File: config.mk
export PLATFORM = sky130hd
export DESIGN_NAME = cvp14_core_flat
export DESIGN_NICKNAME = d
export VERILOG_FILES = /design/src/rtl/cvp14_core_if.sv /design/src/rtl/cvp14_core.sv /design/src/flat_wrapper.sv
export SDC_FILE = /design/constraint.sdc
export NUM_CORES = 1
export LEC_CHECK = 0
export ABC_CLOCK_PERIOD_IN_PS = 4900
export CORE_ASPECT_RATIO = 0.7
export CORE_MARGIN = 4
export CORE_UTILIZATION = 30
export DETAILED_ROUTE_END_ITERATION = 8
export HOLD_SLACK_MARGIN = 0.08
export PLACE_DENSITY = 0.45
export REMOVE_ABC_BUFFERS = 1
export SYNTH_ARGS = -nofsm -noshare
export SYNTH_HDL_FRONTEND = slang
export SYNTH_SLANG_ARGS = --single-unit
File: constraint.sdc
create_clock -name Clk1 -period 4.9 [get_ports Clk1]
set_input_delay 1.47 -clock Clk1 [delete_from_list [all_inputs] [get_ports Clk1]]
set_output_delay 1.47 -clock Clk1 [all_outputs]
set_load 0.005 [all_outputs]
File: src/rtl/cvp14_core_if.sv
// rtl/cvp14_core_if.sv - memory bus between the cvp14 core and its word memory.
interface cvp14_core_if;
  logic [15:0] DataIn;
  logic [15:0] Addr;
  logic        RD;
  logic        WR;
  logic [15:0] DataOut;
  logic        V;

  modport master (input DataIn, output Addr, RD, WR, DataOut, V);
  modport slave  (output DataIn, input Addr, RD, WR, DataOut, V);
endinterface

File: src/rtl/cvp14_core.sv
// rtl/cvp14_core.sv - multicycle 16-bit scalar core, registered memory bus.
// Optional CVP14_SAT_EN: ADD/SUB saturate on signed overflow instead of wrapping.
module cvp14_core #(
  parameter logic [15:0] RESET_PC  = 16'h0000,
  parameter logic [15:0] HALT_ADDR = 16'hFFFF
) (
  input  logic         Clk1,
  input  logic         Reset,
  cvp14_core_if.master bus
);

  typedef enum logic [2:0] {
    S_IDLE, S_FETCH, S_DECODE, S_EXEC, S_MEM, S_LWAIT, S_HALT
  } state_t;

  state_t      state, state_n;
  logic [15:0] pc, pc_n, ir, ir_n;
  logic [15:0] addr_q, addr_n, dout_q, dout_n;
  logic        rd_q, rd_n, wr_q, wr_n, v_q, v_n;
  logic [15:0] regs [8];
  logic        we;
  logic [15:0] wdata;

  logic [3:0]  op;
  logic [2:0]  f_rd, f_rs, f_rt;
  logic [15:0] a, b, sum, diff, add_res, sub_res, ea;
  logic        ovf_add, ovf_sub;

  assign op   = ir[15:12];
  assign f_rd = ir[11:9];
  assign f_rs = ir[8:6];
  assign f_rt = ir[5:3];
  assign a    = regs[f_rs];
  assign b    = regs[f_rt];
  assign sum  = a + b;
  assign diff = a - b;
  assign ea   = a + {{10{ir[5]}}, ir[5:0]};

  assign ovf_add = (a[15] == b[15]) && (sum[15] != a[15]);
  assign ovf_sub = (a[15] != b[15]) && (diff[15] != a[15]);

`ifdef CVP14_SAT_EN
  // On overflow the true result has the sign of operand a.
  assign add_res = ovf_add ? (a[15] ? 16'h8000 : 16'h7FFF) : sum;
  assign sub_res = ovf_sub ? (a[15] ? 16'h8000 : 16'h7FFF) : diff;
`else
  assign add_res = sum;
  assign sub_res = diff;
`endif

  always_ff @(posedge Clk1 or negedge Reset) begin
    if (!Reset) begin
      state  <= S_IDLE;
      pc     <= RESET_PC;
      ir     <= '0;
      addr_q <= '0;
      rd_q   <= 1'b0;
      wr_q   <= 1'b0;
      dout_q <= '0;
      v_q    <= 1'b0;
      for (int i = 0; i < 8; i++) regs[i] <= '0;
    end else begin
      state  <= state_n;
      pc     <= pc_n;
      ir     <= ir_n;
      addr_q <= addr_n;
      rd_q   <= rd_n;
      wr_q   <= wr_n;
      dout_q <= dout_n;
      v_q    <= v_n;
      if (we) regs[f_rd] <= wdata;
    end
  end

  always_comb begin
    state_n = state;
    pc_n    = pc;
    ir_n    = ir;
    addr_n  = '0;
    rd_n    = 1'b0;
    wr_n    = 1'b0;
    dout_n  = '0;
    v_n     = v_q;
    we      = 1'b0;
    wdata   = '0;
    case (state)
      S_IDLE:   state_n = S_FETCH;
      S_FETCH:  state_n = S_DECODE;
      S_DECODE: begin
        ir_n    = bus.DataIn;
        pc_n    = pc + 16'd1;
        state_n = S_EXEC;
      end
      S_EXEC: begin
        state_n = S_FETCH;
        case (op)
          4'h0: begin we = 1'b1; wdata = add_res; v_n = ovf_add; end
          4'h1: begin we = 1'b1; wdata = sub_res; v_n = ovf_sub; end
          4'h2: begin we = 1'b1; wdata = a & b; end
          4'h3: begin we = 1'b1; wdata = a | b; end
          4'h4: begin we = 1'b1; wdata = {{8{ir[7]}}, ir[7:0]}; end
          4'h5: begin we = 1'b1; wdata = {ir[7:0], regs[f_rd][7:0]}; end
          4'h6: begin state_n = S_MEM; addr_n = ea; rd_n = 1'b1; end
          4'h7: begin
            state_n = S_MEM;
            addr_n  = ea;
            wr_n    = 1'b1;
            dout_n  = regs[f_rd];
          end
          4'h8: if (regs[f_rd] == 16'h0000) pc_n = pc + {{7{ir[8]}}, ir[8:0]};
          4'h9: pc_n = pc + {{4{ir[11]}}, ir[11:0]};
          4'hF: state_n = S_HALT;
          default: ;
        endcase
      end
      S_MEM:    state_n = (op == 4'h6) ? S_LWAIT : S_FETCH;
      S_LWAIT: begin
        we      = 1'b1;
        wdata   = bus.DataIn;
        state_n = S_FETCH;
      end
      S_HALT:   state_n = S_HALT;
      default:  state_n = S_IDLE;
    endcase
    // Bus values are staged one cycle ahead so every output comes from a flop.
    if (state_n == S_FETCH) begin
      addr_n = pc_n;
      rd_n   = 1'b1;
    end
    if (state_n == S_HALT) addr_n = HALT_ADDR;
  end

  assign bus.Addr    = addr_q;
  assign bus.RD      = rd_q;
  assign bus.WR      = wr_q;
  assign bus.DataOut = dout_q;
  assign bus.V       = v_q;

endmodule

File: src/flat_wrapper.sv
// flat-port wrapper written by rule: the top's interface ports become plain ports
module cvp14_core_flat 
#(
  parameter logic [15:0] RESET_PC  = 16'h0000,
  parameter logic [15:0] HALT_ADDR = 16'hFFFF
)
  (Clk1, Reset, bus_DataIn, bus_Addr, bus_RD, bus_WR, bus_DataOut, bus_V);
  cvp14_core_if bus_i ();
  input  logic Clk1;
  input  logic Reset;
  input wire logic [$bits(bus_i.DataIn)-1:0] bus_DataIn;
  output wire logic [$bits(bus_i.Addr)-1:0] bus_Addr;
  output wire logic [$bits(bus_i.RD)-1:0] bus_RD;
  output wire logic [$bits(bus_i.WR)-1:0] bus_WR;
  output wire logic [$bits(bus_i.DataOut)-1:0] bus_DataOut;
  output wire logic [$bits(bus_i.V)-1:0] bus_V;
  assign bus_i.DataIn = bus_DataIn;
  assign bus_Addr = bus_i.Addr;
  assign bus_RD = bus_i.RD;
  assign bus_WR = bus_i.WR;
  assign bus_DataOut = bus_i.DataOut;
  assign bus_V = bus_i.V;
  cvp14_core #(.RESET_PC(RESET_PC), .HALT_ADDR(HALT_ADDR)) u_core (.Clk1(Clk1), .Reset(Reset), .bus(bus_i));
endmodule
# ---- After elaboration in Yosys (flattened, before gate mapping)
# Cells that the tools add are included.
# Widths: inputs -> output; s select.
dict set report op_classes {
  n_bitwise 5
  magnitude_cmp 4
  div 0
  n_shift 0
  n_reduce_logical 11
  n_addsub 6
  n_eq_ne 22
  mux 34
  n_mul 0
}
# cell count
set ops {}
lappend ops {{$mux 16} 14}
lappend ops {{$bmux 16 s3} 3}
lappend ops {{$bwmux 128} 1}
lappend ops {{$pmux 16 s2} 3}
lappend ops {{$pmux 16 s6} 1}
lappend ops {{$add 16x16->16} 4}
lappend ops {{$demux 16 s3} 1}
lappend ops {{$pmux 3 s6} 1}
lappend ops {{$add 16x1->16 const B} 1}
lappend ops {{$and 16x16->16} 1}
lappend ops {{$eq 4x3->1 const B} 4}
lappend ops {{$logic_not 16->1} 1}
lappend ops {{$or 16x16->16} 1}
lappend ops {{$sub 16x16->16} 1}
lappend ops {{$eq 3x3->1 const B} 4}
lappend ops {{$eq 4x4->1 const B} 3}
lappend ops {{$ge 4x4->1 const B} 3}
lappend ops {{$not 3->4} 3}
lappend ops {{$eq 4x2->1 const B} 2}
lappend ops {{$eq 3x1->1 const B} 2}
lappend ops {{$eq 3x2->1 const B} 2}
lappend ops {{$mux 1} 6}
lappend ops {{$pmux 3 s2} 1}
lappend ops {{$reduce_or 6->1} 1}
lappend ops {{12 further kinds} 18}
dict set report totals {
  word_cells 98
  inputBits 18
  regBits 198
  latch_bits 0
  mem_bits_ro 0
  output_inout_bits 35
  n_memories 0
  mem_bits_rw 0
}

# ---- Depth between registers and ports, before layout
# Gate-level depths: netlist of run 1.
dict set report depth {
  word_depth 10
  ltp_mapped 16
  mapped_depth_nobuf 14
}

# ---- Worst setup path after synthesis of run 1
# Ideal clock, no wire load.
dict set report synth_timing {
  path_kind {register to register}
  startpoint {register u_core.ir[3]}
  endpoint {register u_core.regs[47] (netlist bit)}
  slack_ps 184
  n_path_buf 2
  stages_incl_launch_ff 16
  t_required_ps 4743
  arrival_time_ps 4559
  synth_period_minus_slack_ps 4716
  setup_time_ps 157
  path_cell_list {dfrtp_1 -> clkbuf_1 -> buf_1 -> mux4_2 -> mux2i_1 -> inv_1 -> ha_1 -> a211oi_1 -> o21ai_0 -> a2111oi_1 -> o31a_1 -> o21ai_1 -> xnor2_1 -> nor3_1 -> o31ai_1 -> a31oi_1}
}
dict set report synth_via {
  elab_chain_cells 8
  elab_cells_between_ends 11
  classes_between {2 x add/sub; 6 x mux; 3 x bitwise}
}
# item line
set synth_rtl {}
lappend synth_rtl {{start, declared} cvp14_core.sv:17} ;# logic [15:0] pc, pc_n, ir, ir_n;
lappend synth_rtl {{start signal, assigned} cvp14_core.sv:65} ;# ir <= ir_n;
lappend synth_rtl {{$not 3->4 (implied by the code) (*)} cvp14_core.sv:34} ;# assign b = regs[f_rt];
lappend synth_rtl {{$bmux 16 s3 (*)} cvp14_core.sv:34}
lappend synth_rtl {{$mux 16 (implied by the code) (*) (2 in a row)} cvp14_core.sv:34}
lappend synth_rtl {{$sub 16x16->16 (tied with other cells)} cvp14_core.sv:36} ;# assign diff = a - b;
lappend synth_rtl {{$pmux 16 s6 (*)} cvp14_core.sv:96} ;# case (op)
lappend synth_rtl {{$pmux 16 s2 (*)} cvp14_core.sv:86} ;# case (state)
lappend synth_rtl {{$bwmux 128 (*)} cvp14_core.sv:71} ;# if (we) regs[f_rd] <= wdata;
lappend synth_rtl {{end signal, assigned by index} cvp14_core.sv:71}
lappend synth_rtl {{end, declared} cvp14_core.sv:20} ;# logic [15:0] regs [8];
# Every way passes the cells marked *; elsewhere a longest branch is shown, timed or not. The select of a mux whose other input is x is not followed.
# A chain may end at the register's enable or synchronous reset.

# ---- Worst setup path after layout of run 1
dict set report layout_timing {
  startpoint {register u_core.ir[6]}
  endpoint {register u_core.regs[28] (netlist bit)}
}
dict set report layout_via {
  elab_chain_cells 8
  elab_cells_between_ends 11
  classes_between {2 x add/sub; 6 x mux; 3 x bitwise}
}
# item line
set layout_rtl {}
lappend layout_rtl {{$not 3->4 (implied by the code) (*)} cvp14_core.sv:33} ;# assign a = regs[f_rs];
lappend layout_rtl {{$bmux 16 s3 (*)} cvp14_core.sv:33}
lappend layout_rtl {{$mux 16 (implied by the code) (*) (2 in a row)} cvp14_core.sv:33}
lappend layout_rtl {{$sub 16x16->16 (tied with other cells)} cvp14_core.sv:36}
lappend layout_rtl {{$pmux 16 s6 (*)} cvp14_core.sv:96}
lappend layout_rtl {{$pmux 16 s2 (*)} cvp14_core.sv:86}
lappend layout_rtl {{$bwmux 128 (*)} cvp14_core.sv:71}
# Marks and branches as above.

==> results of run 1 <==
per-layer routing:
layer / track usage / wire length, um / up-vias
met2: 0.300 / 23300 / 518
met4: 0.0387 / 707 / 0
met3: 0.0562 / 4450 / 43
met1: 0.342 / 29200 / 6559
met5: 0 / 0 / -
li1: - / - / 5690
Yosys cell counts (14+ instances only):
cell	n
a21o_1	19
a21oi_1	123
a221o_1	21
a221oi_1	25
a31oi_1	16
and3_1	14
clkbuf_1	61
dfrtp_1	198
ha_1	86
inv_1	62
mux2_2	77
mux2i_1	56
mux4_2	77
nand2_1	104
nand3_1	33
nor2_1	127
nor3_1	36
o21ai_0	67
xnor2_1	34
sequential cells by signal, indices dropped and copies added (netlist names):
| name | cells |
|---|---|
| u_core.regs | 128 |
| u_core.bus.WR | 1 |
| u_core.bus.RD | 1 |
| u_core.ir | 16 |
| u_core.bus.DataOut | 16 |
| u_core.bus.V | 1 |
| u_core.bus.Addr | 16 |
| u_core.pc | 16 |
| u_core.state | 3 |
worst max-delay path, stage by stage (launching register included):
cell      delay (ps)
dfrtp_4          560
buf_4            300
mux4_2           530
mux2i_1          380
inv_1            160
ha_1             240
nor2b_1          150
o21ai_0          160
o41ai_1           90
buf_4            150
o221ai_1         560
o211ai_1         230
a211o_1          320
nand3_1           80
a41oi_1          120
buf_4            230
mux2_2           260
logic make-up after synthesis:
kind of cell | count (synthesis) | synth area share
AOI/OAI and AO/OA | 398 | 0.182
xor gates and xnor gates | 45 | 0.0267
adders and majority gates | 90 | 0.0782
buffers and inverters | 151 | 0.0410
DFF | 198 | 0.335
muxes | 217 | 0.220
and+or+nand+nor | 375 | 0.117
per-stage QoR:
stage | cells | setup TNS (ps)
finish | 2211 | 0
global route | 2211 | 0
CTS | 2211 | 0
detailed placement | 2179 | 0
global placement | 2179 | 0
floorplan | 1388 | -3840
final cells by class:
type                            count  area (um2)
Tap cell                          655         820
Sequential cell                   198        4970
Clock buffer                       18         429
Clock inverter                     14         160
Fill cell                        4871       31200
Inverter                           65         244
Multi-Input combinational cell   1125        9290
Timing Repair Buffer              136        1180
worst min path at each step:
| stage | startpoint | endpoint | slack, ps | cells past startpoint |
|---|---|---|---|---|
| floorplan | u_core.pc[15]$_DFF_PN0_ | u_core.pc[15]$_DFF_PN0_ | 440 | 1 |
| finish | u_core.pc[15]$_DFF_PN0_ | u_core.pc[15]$_DFF_PN0_ | 480 | 1 |
| global route | u_core.pc[15]$_DFF_PN0_ | u_core.pc[15]$_DFF_PN0_ | 500 | 1 |
| CTS | u_core.pc[15]$_DFF_PN0_ | u_core.pc[15]$_DFF_PN0_ | 480 | 1 |
| detailed placement | u_core.pc[15]$_DFF_PN0_ | u_core.pc[15]$_DFF_PN0_ | 460 | 1 |
| global placement | u_core.pc[15]$_DFF_PN0_ | u_core.pc[15]$_DFF_PN0_ | 460 | 1 |
==> summary.md, run 1 <==
| Metric | Value |
|---|---|
| Initial core utilization | `0.306` |
| Status | `finished clean` |
| FP Rows | `67` |
| Die H | `194 um` |
| Worst Setup Slack, final | `253 ps` |
| Final Cell Area | `around 0.017 mm2` |
| End of the worst register-to-register path | `u_core.regs[28]$_DFFE_PN0P_` |
| FMAX | `around 220 MHz` |
| Syn avg cell area | `10.0 um2` |
| Clock slew at reported path FFs | `about 80 ps` |
| Synth area leader | `dfrtp_1` |
| Most frequent cells in the layout | `191 x dfrtp_1, 126 x nor2_1, 123 x a21oi_1, 104 x nand2_1, 86 x ha_1` |
| # diodes | `0` |
| Final WL | `slightly below 60 mm` |
| Total GRT Usage | `0.218` |
| H-tree Lvls | `4` |
| Gpl congestion | `around 0.93` |
| Min Clock Period, post-route | `approximately 4600 ps` |
| Worst setup SP type | `flip-flop` |
| Post-CTS setup buffers | `0` |
| Most common cell after layout, fill and taps aside | `dfrtp_1` |
| CTS Sinks | `just under 200` |
| Seq/Total Area, Yosys | `0.335` |
| Fin crit share | `0.948` |
| Clock Root Buffer | `clkbuf_16` |
| Mapped cell area | `~0.015 mm2` |
| Cell count after synthesis | `approximately 1,500` |
| # port buffers | `52` |
| Vias per std cell | `between 5 and 6` |
| Post-CTS resize count | `0` |
| Die area | `0.0530 mm2` |
| Warnings, synthesis | `0` |
| Worst-path maximum fanout | `11` |
| Detailed placer's ending HPWL | `between 40 and 50 mm` |
| EDFF count, synth | `0` |
| Worst Path Required | `approximately 5300 ps` |
| WL/cell | `approximately 26 um` |
| Post-synth top area share | `0.335` |
| Hold buffers post-CTS | `0` |
| Layout area overhead | `15.6%` |
| Top_reg_cell synth | `dfrtp_1` |
| Worst Hold Class | `reg -> reg` |
| CTS tree | `done` |
| R2R setup slack | `approximately 250 ps` |
| Worst Setup SP | `u_core.ir[6]$_DFFE_PN0P_` |
| Area after DPL | `between 0.015 and 0.02 mm2` |
| Unrepaired setup endpoints after global routing | `false` |
| Synth top area cells | `dfrtp_1 34%, mux4_2 12%, ha_1 7.3%` |
| Synth async-reset ratio | `1.00` |
| Setup-failing EPs final | `0` |
| DRC violations left | `0` |
| Inserted Clock Buffers | `17` |
| GR Overflow Total | `0` |
| Initial antenna violation count | `0` |
| Nets | `approximately 1,700` |
| Number of global-route vias before repair | `approximately 12,000` |
| Unique masters post-synth | `between 80 and 90` |
| Slew Limit Fails | `0` |
| Fraction of layout instances using a drive strength above 1 | `0.203` |
| Final ANT Viol Nets | `0` |
| Largest net degree at the start of global routing | `between 80 and 90` |
| First-pass GRT wire length | `between 80 and 90 mm` |
| Max-Cap Viols | `0` |
| Critical Path End Type | `flip-flop` |
| Maximum clock insertion buffer count | `2` |
| Pre-CTS setup slack | `52.5 ps` |
| Critical path endpoint | `u_core.regs[28]$_DFFE_PN0P_` |
| Hold Vio Cnt, Final | `0` |
| Vias | `about 13,000` |
| Worst Clk Skew | `18.3 ps` |
| Core area | `roughly 0.048 mm2` |
| Post-Route Utilization | `0.354` |
| R2r worst-path depth | `16` |
| First-pass detailed-route iteration total | `5` |
| Initial DRC count | `1,282` |
| #FFs+latches synth | `roughly 200` |
| Worst r2r src | `u_core.ir[6]$_DFFE_PN0P_` |
| Hold Worst Slack | `~480 ps` |
| Worst-Skew Late Latency | `a little under 500 ps` |
| Worst-Margin Slew | `1160 ps` |
| Slew headroom | `0.227` |
| Num ports | `53` |
| Die width | `approximately 270 um` |
| CP arrival | `between 5000 and 6000 ps` |
| Crit path kind | `reg -> reg` |
Power of run 1 is left out: the tool's default activity adds up to more than one toggle a clock period on the data nets, which glitch-free logic cannot reach.
==> run 2: changes to the inputs <==
- ABC_AREA: unset -> 1
- CTS_BUF_LIST: unset -> sky130_fd_sc_hd__clkbuf_4 sky130_fd_sc_hd__clkbuf_8
- PLACE_DENSITY: 0.45 -> 0.44
==> run 2 against run 1 <==
  * Synthesized cell count is 72% higher
  * Fmax rose by 3.0%
  * Clock skew rose by 5.6 ps
  * Critical path depth rose by 5
  * Global-route usage rose by 1.8 points
  * Worst hold slack better by 17 ps
  * Final cell count up 48%
  * Design area up 5.0%
  * Critical endpoint is now u_core.regs[111]$_DFFE_PN0P_
==> summary.md, run 2 <==
| Metric | Value |
|---|---|
| Leading cell type by number of instances after synthesis | `nand2_1` |
| Worst-Skew Late Latency | `between 500 and 600 ps` |
| Initial DRC count | `around 1,800` |
| Initial core utilization | `0.305` |
| H-tree Lvls | `4` |
| Setup-failing EPs final | `0` |
| First-pass GRT wire length | `~100 mm` |
| Die area | `approximately 0.057 mm2` |
| Num ports | `between 50 and 60` |
| Top cells by count, synth | `826 x nand2_1, 349 x o21ai_0, 273 x inv_1` |
| Post-synth top area share | `0.308` |
| Critical path endpoint | `u_core.regs[111]$_DFFE_PN0P_` |
| Largest register by flop count | `u_core.regs` |
| Worst-path maximum fanout | `31` |
| Vias | `between 15,000 and 20,000` |
| Hold Vio Cnt, Final | `0` |
| Total GRT Usage | `0.235` |
| Pre-CTS setup slack | `slightly above 500 ps` |
| EDFF count, synth | `0` |
| Adder-cell share of the synthesized area | `0.0719` |
| FP Rows | `70` |
| Min Clock Period, post-route | `around 4500 ps` |
| Nets | `about 2,700` |
| Filler Cells Inserted | `about 5,800` |
| Post-CTS setup buffers | `0` |
| Worst path slowest cell | `inv_2` |
| Initial antenna violation count | `0` |
| Maximum clock insertion buffer count | `2` |
| Cell count after synthesis | `2,532` |
| # port buffers | `52` |
| Slowest stage delay, CP | `~460 ps` |
| Number of global-route vias before repair | `~16,000` |
| Die width | `approximately 280 um` |
| Xor-xnor portion of the synthesized cell area | `0.0131` |
| Total negative slack | `0 ps` |
| Worst Clk Skew | `23.9 ps` |
| First-pass detailed-route iteration total | `6` |
| Unrepaired setup endpoints after global routing | `false` |
| Final WL | `just under 70 mm` |
| Vias per std cell | `between 5 and 6` |
| End of the worst register-to-register path | `u_core.regs[111]$_DFFE_PN0P_` |
| Top_reg_cell synth | `dfrtp_1` |
| Post-synthesis simple-gate area fraction | `0.283` |
| Critical Path End Type | `flip-flop` |
| Slew headroom | `0.130` |
| Layout area overhead | `11.6%` |
| Synth area leader | `dfrtp_1` |
| Worst setup SP type | `flip-flop` |
| Most frequent cells in the layout | `826 x nand2_1, 349 x o21ai_0, 273 x inv_1, 232 x a21oi_1, 195 x dfrtp_1` |
| #FFs+latches synth | `198` |
| Clock slew at reported path FFs | `120 ps` |
| Max-Cap Viols | `0` |
| Unique masters post-synth | `46` |
| Most frequent CP cell | `nand2_1` |
| FMAX | `222 MHz` |
| Inserted Clock Buffers | `17` |
| Worst Path Required | `~5400 ps` |
| Final ANT Viol Nets | `0` |
| Clock Root Buffer | `clkbuf_8` |
| Post-synthesis compound-gate area fraction | `0.226` |
| CTS tree | `done` |
| Worst Hold Class | `reg -> reg` |
| Core area | `~0.053 mm2` |
| Crit path kind | `reg -> reg` |
| Worst-Margin Slew | `around 1300 ps` |
| Reg area | `just under 0.005 mm2` |
| WL/cell | `between 20 and 25 um` |
| Fin crit share | `0.921` |
| GR Overflow Total | `0` |
| Warnings, synthesis | `0` |
| Worst Setup Slack, final | `388 ps` |
| Status | `finished clean` |
| Proportion of synthesized area in mux cells | `0` |
| Seq/Total Area, Yosys | `0.308` |
| CTS Sinks | `around 200` |
| R2r worst-path depth | `21` |
| Mapped cell area | `~0.016 mm2` |
| Largest family of logic cells by synthesized area | `simple AND/OR/NAND/NOR gates` |
| Most common cell after layout, fill and taps aside | `nand2_1` |
| Max reg flops | `roughly 130` |
| Die H | `~200 um` |
| Area of the multi-input gates | `between 0.009 and 0.01 mm2` |
| Worst r2r src | `u_core.ir[6]$_DFFE_PN0P_` |
| Largest net degree at the start of global routing | `between 90 and 100` |
| Detailed placer's ending HPWL | `just under 50 mm` |
| Hold buffers post-CTS | `0` |
| Syn avg cell area | `roughly 6.3 um2` |
| Synth async-reset ratio | `1.00` |
| Crit path cell chain | `inv_2, buf_4, nor2_1, o21ai_0, nand2_1, o21ai_0, buf_4, inv_1, ha_1, inv_1, a21oi_1, o21bai_1, a211oi_1, nand2_1, nand2_1, nand3_1, nand3_1, nand2_1, nand2_1, nand2_1, o21ai_0` |
| R2R setup slack | `between 300 and 400 ps` |
| CP arrival | `slightly below 5000 ps` |
| Post-CTS resize count | `0` |
| Synth top area cells | `dfrtp_1 31%, nand2_1 19%, o21ai_0 11%` |
| Fraction of layout instances using a drive strength above 1 | `0.0484` |
| DRC violations left | `0` |
| Slew Limit Fails | `0` |
| Post-Route Utilization | `0.341` |
| Gpl congestion | `0.944` |
| Hold Worst Slack | `roughly 500 ps` |
| Worst Setup SP | `u_core.ir[6]$_DFFE_PN0P_` |
-- run 2: per-layer routing --
metal  wire, um  vias up  global-route usage
met3       5430       64              0.0476
met4       1100        0              0.0485
met5          0        -                   0
li1           -     8312                   -
met1      34800     8077               0.372
met2      26500      654               0.324
-- run 2: cells by family after synthesis --
group           Yosys count
fa+ha+maj                90
xor+xnor                 24
compound gates          689
simple gates           1129
buf+inv                 402
flops                   198
-- run 2: metrics by stage --
stage	area, um2	std cells
final	17900	3282
after global routing	17900	3281
after CTS	17900	3281
after detailed placement	17600	3249
after global placement	17600	3249
after floorplan	15600	2420
-- run 2: layout make-up --
class | count | area share
Clock buffer | 20 | 0.0146
Inverter | 290 | 0.0607
Tap cell | 720 | 0.0502
Antenna cell | 1 | 0.000139
Multi-Input combinational cell | 1932 | 0.533
Timing Repair Buffer | 109 | 0.0580
Sequential cell | 198 | 0.276
Clock inverter | 12 | 0.00670
-- run 2: worst min-delay path by stage --
stage	from	to	slack [ps]	cells after the start
floorplan	u_core.regs[109]$_DFFE_PN0P_	u_core.regs[109]$_DFFE_PN0P_	450	2
global placement	u_core.regs[94]$_DFFE_PN0P_	u_core.regs[94]$_DFFE_PN0P_	470	2
detailed placement	u_core.regs[29]$_DFFE_PN0P_	u_core.regs[29]$_DFFE_PN0P_	470	2
CTS	u_core.regs[29]$_DFFE_PN0P_	u_core.regs[29]$_DFFE_PN0P_	500	2
global route	u_core.regs[29]$_DFFE_PN0P_	u_core.regs[29]$_DFFE_PN0P_	520	2
finish	u_core.regs[29]$_DFFE_PN0P_	u_core.regs[29]$_DFFE_PN0P_	500	2
-- run 2: worst max-delay path: cells and delay by family, from the launching register on --
kind	cells	cell delay, ps
fa+ha+maj	1	440
simple gates	9	960
compound gates	6	1390
buf+inv	5	1160
flops	1	440
Power of run 2 is left out for the same reason.
==> run 3: changes to the inputs <==
- ABC_CLOCK_PERIOD_IN_PS: 4900 -> unset
- RECOVER_POWER: unset -> 50
==> run 3 against run 2 <==
  * The run now ends with capacitance limit, slew limit left
  * Sequential share of layout area barely moved
  * Routed wire length barely moved
  * First-iteration DRC count rose by 1.6%
  * Final cell count barely moved
  * Via count fell by 0.20%
  * Count of clock-buffer cells in the layout did not move
  * Worst hold slack got worse by 1.7 ps
  * Die area did not move
  * Critical path depth did not move
  * Sequential cell count did not move
  * Core utilization barely moved
  * Fmax fell by 1.0%
  * Critical endpoint unchanged
==> summary.md, run 3 (synthesized netlist as in run 2, its figures left out) <==
| Metric | Value |
|---|---|
| Post-CTS setup buffers | `0` |
| Worst r2r src | `u_core.ir[6]$_DFFE_PN0P_` |
| Area of the multi-input gates | `about 0.0096 mm2` |
| WHS Path Cells | `2` |
| Fraction of layout instances using a drive strength above 1 | `0.0476` |
| Initial DRC count | `1,863` |
| Final WL | `between 60 and 70 mm` |
| Layout area overhead | `11.4%` |
| Most frequent cells in the layout | `826 x nand2_1, 349 x o21ai_0, 273 x inv_1, 232 x a21oi_1, 195 x dfrtp_1` |
| Worst Path Required | `~5400 ps` |
| Worst-Skew Late Latency | `between 500 and 600 ps` |
| Min Clock Period, post-route | `between 4000 and 5000 ps` |
| Max-Cap Viols | `2` |
| Largest register by flop count | `u_core.regs` |
| Core area | `~0.053 mm2` |
| R2r worst-path depth | `21` |
| Worst-Margin Slew | `between 2000 and 3000 ps` |
| # placed instances | `3,249` |
| Filler Cells Inserted | `5,776` |
| # port buffers | `52` |
| Inserted Clock Buffers | `17` |
| Clock Root Buffer | `clkbuf_8` |
| Total GRT Usage | `0.235` |
| FP Rows | `70` |
| Pre-CTS setup slack | `516 ps` |
| Hold Startpoint | `u_core.regs[29]$_DFFE_PN0P_` |
| Worst Hold Class | `reg -> reg` |
| Post-Layout Cell Count | `3,281` |
| Final ANT Viol Nets | `0` |
| Nets | `roughly 2,700` |
| WL/cell | `~21 um` |
| Initial core utilization | `0.305` |
| Initial antenna violation count | `0` |
| Vias | `17,072` |
| Slew Limit Fails | `around 120` |
| Critical Path End Type | `flip-flop` |
| Worst Setup Slack, final | `342 ps` |
| H-tree Lvls | `4` |
| Clock slew at reported path FFs | `~120 ps` |
| R2R setup slack | `340 ps` |
| DRC violations left | `0` |
| CTS tree | `done` |
| Die H | `202 um` |
| Hold path endpoint | `u_core.regs[29]$_DFFE_PN0P_` |
| Fin crit share | `0.930` |
| Num ports | `between 50 and 60` |
| GR Overflow Total | `0` |
| # diodes | `0` |
| Unrepaired setup endpoints after global routing | `false` |
| Die area | `0.0574 mm2` |
| Crit path kind | `reg -> reg` |
| Reg area | `a little under 0.005 mm2` |
| Setup-failing EPs final | `0` |
| CP arrival | `between 5000 and 6000 ps` |
| Hold buffers post-CTS | `0` |
| Post-CTS resize count | `0` |
| Gpl congestion | `0.944` |
| Worst-path maximum fanout | `31` |
| Violated checks | `capacitance limit, slew limit` |
| Detailed placer's ending HPWL | `between 40 and 50 mm` |
| Most common cell after layout, fill and taps aside | `nand2_1` |
| Max reg flops | `128` |
| Die width | `285 um` |
| Vias per std cell | `roughly 5.2` |
| First-pass detailed-route iteration total | `5` |
| Worst setup SP type | `flip-flop` |
| Maximum clock insertion buffer count | `2` |
| Hold Vio Cnt, Final | `0` |
| Number of global-route vias before repair | `between 15,000 and 20,000` |
| CTS Sinks | `198` |
| FMAX | `219 MHz` |
| Slew headroom | `-0.830` |
| Largest net degree at the start of global routing | `between 90 and 100` |
| End of the worst register-to-register path | `u_core.regs[111]$_DFFE_PN0P_` |
| Status | `finished with violations` |
| Worst Clk Skew | `22.1 ps` |
| First-pass GRT wire length | `approximately 100 mm` |
==> run 3: per-stage QoR <==
step / hold slack (ps) / setup TNS [ps] / util / instance area (um2)
finish: 496 / 0 / 0.340 / 17900
global route: 518 / 0 / 0.340 / 17900
CTS: 500 / 0 / 0.341 / 17900
detailed placement: 473 / 0 / 0.333 / 17600
global placement: 469 / 0 / 0.333 / 17600
floorplan: 449 / -32650 / - / 15600
==> run 3: how the worst max path moves through the flow <==
stage | startpoint | endpoint | cells past startpoint
6_report | u_core.ir[6]$_DFFE_PN0P_ | u_core.regs[111]$_DFFE_PN0P_ | 21
2_1_floorplan | u_core.ir[6]$_DFFE_PN0P_ | u_core.regs[111]$_DFFE_PN0P_ | 22
5_1_grt | u_core.ir[4]$_DFFE_PN0P_ | u_core.regs[111]$_DFFE_PN0P_ | 23
4_1_cts | u_core.ir[6]$_DFFE_PN0P_ | u_core.regs[111]$_DFFE_PN0P_ | 21
3_5_place_dp | u_core.ir[6]$_DFFE_PN0P_ | u_core.regs[111]$_DFFE_PN0P_ | 21
3_3_place_gp | u_core.ir[6]$_DFFE_PN0P_ | u_core.regs[111]$_DFFE_PN0P_ | 21
==> run 3: final cells by class <==
type | instances | area share
clock buffer | 20 | 0.0147
tap | 720 | 0.0503
clock inverter | 12 | 0.00670
timing repair buffer | 109 | 0.0573
sequential | 198 | 0.277
inverter | 290 | 0.0608
multi-input combinational | 1932 | 0.533
==> run 3: critical path: stages (launching register included) <==
cell,delay (ps)
dfrtp_2,440
inv_2,450
buf_4,300
nor2_1,50
o21ai_0,320
nand2_1,80
o21ai_0,80
buf_4,190
inv_1,60
ha_1,440
inv_1,130
a21oi_1,330
o21bai_1,150
a211oi_1,460
nand2_1,130
nand2_1,80
nand3_1,70
nand3_1,120
nand2_1,50
nand2_1,310
nand2_1,80
o21ai_0,100
==> run 3: routing by layer <==
metal	routed length, um	share of wire	up-vias	global-route usage
li1	-	-	8310	-
met1	35000	0.52	8073	0.372
met2	26500	0.39	625	0.324
met3	5380	0.079	64	0.0476
met4	1080	0.016	0	0.0485
met5	0	0	-	0
Power of run 3 is left out for the same reason.
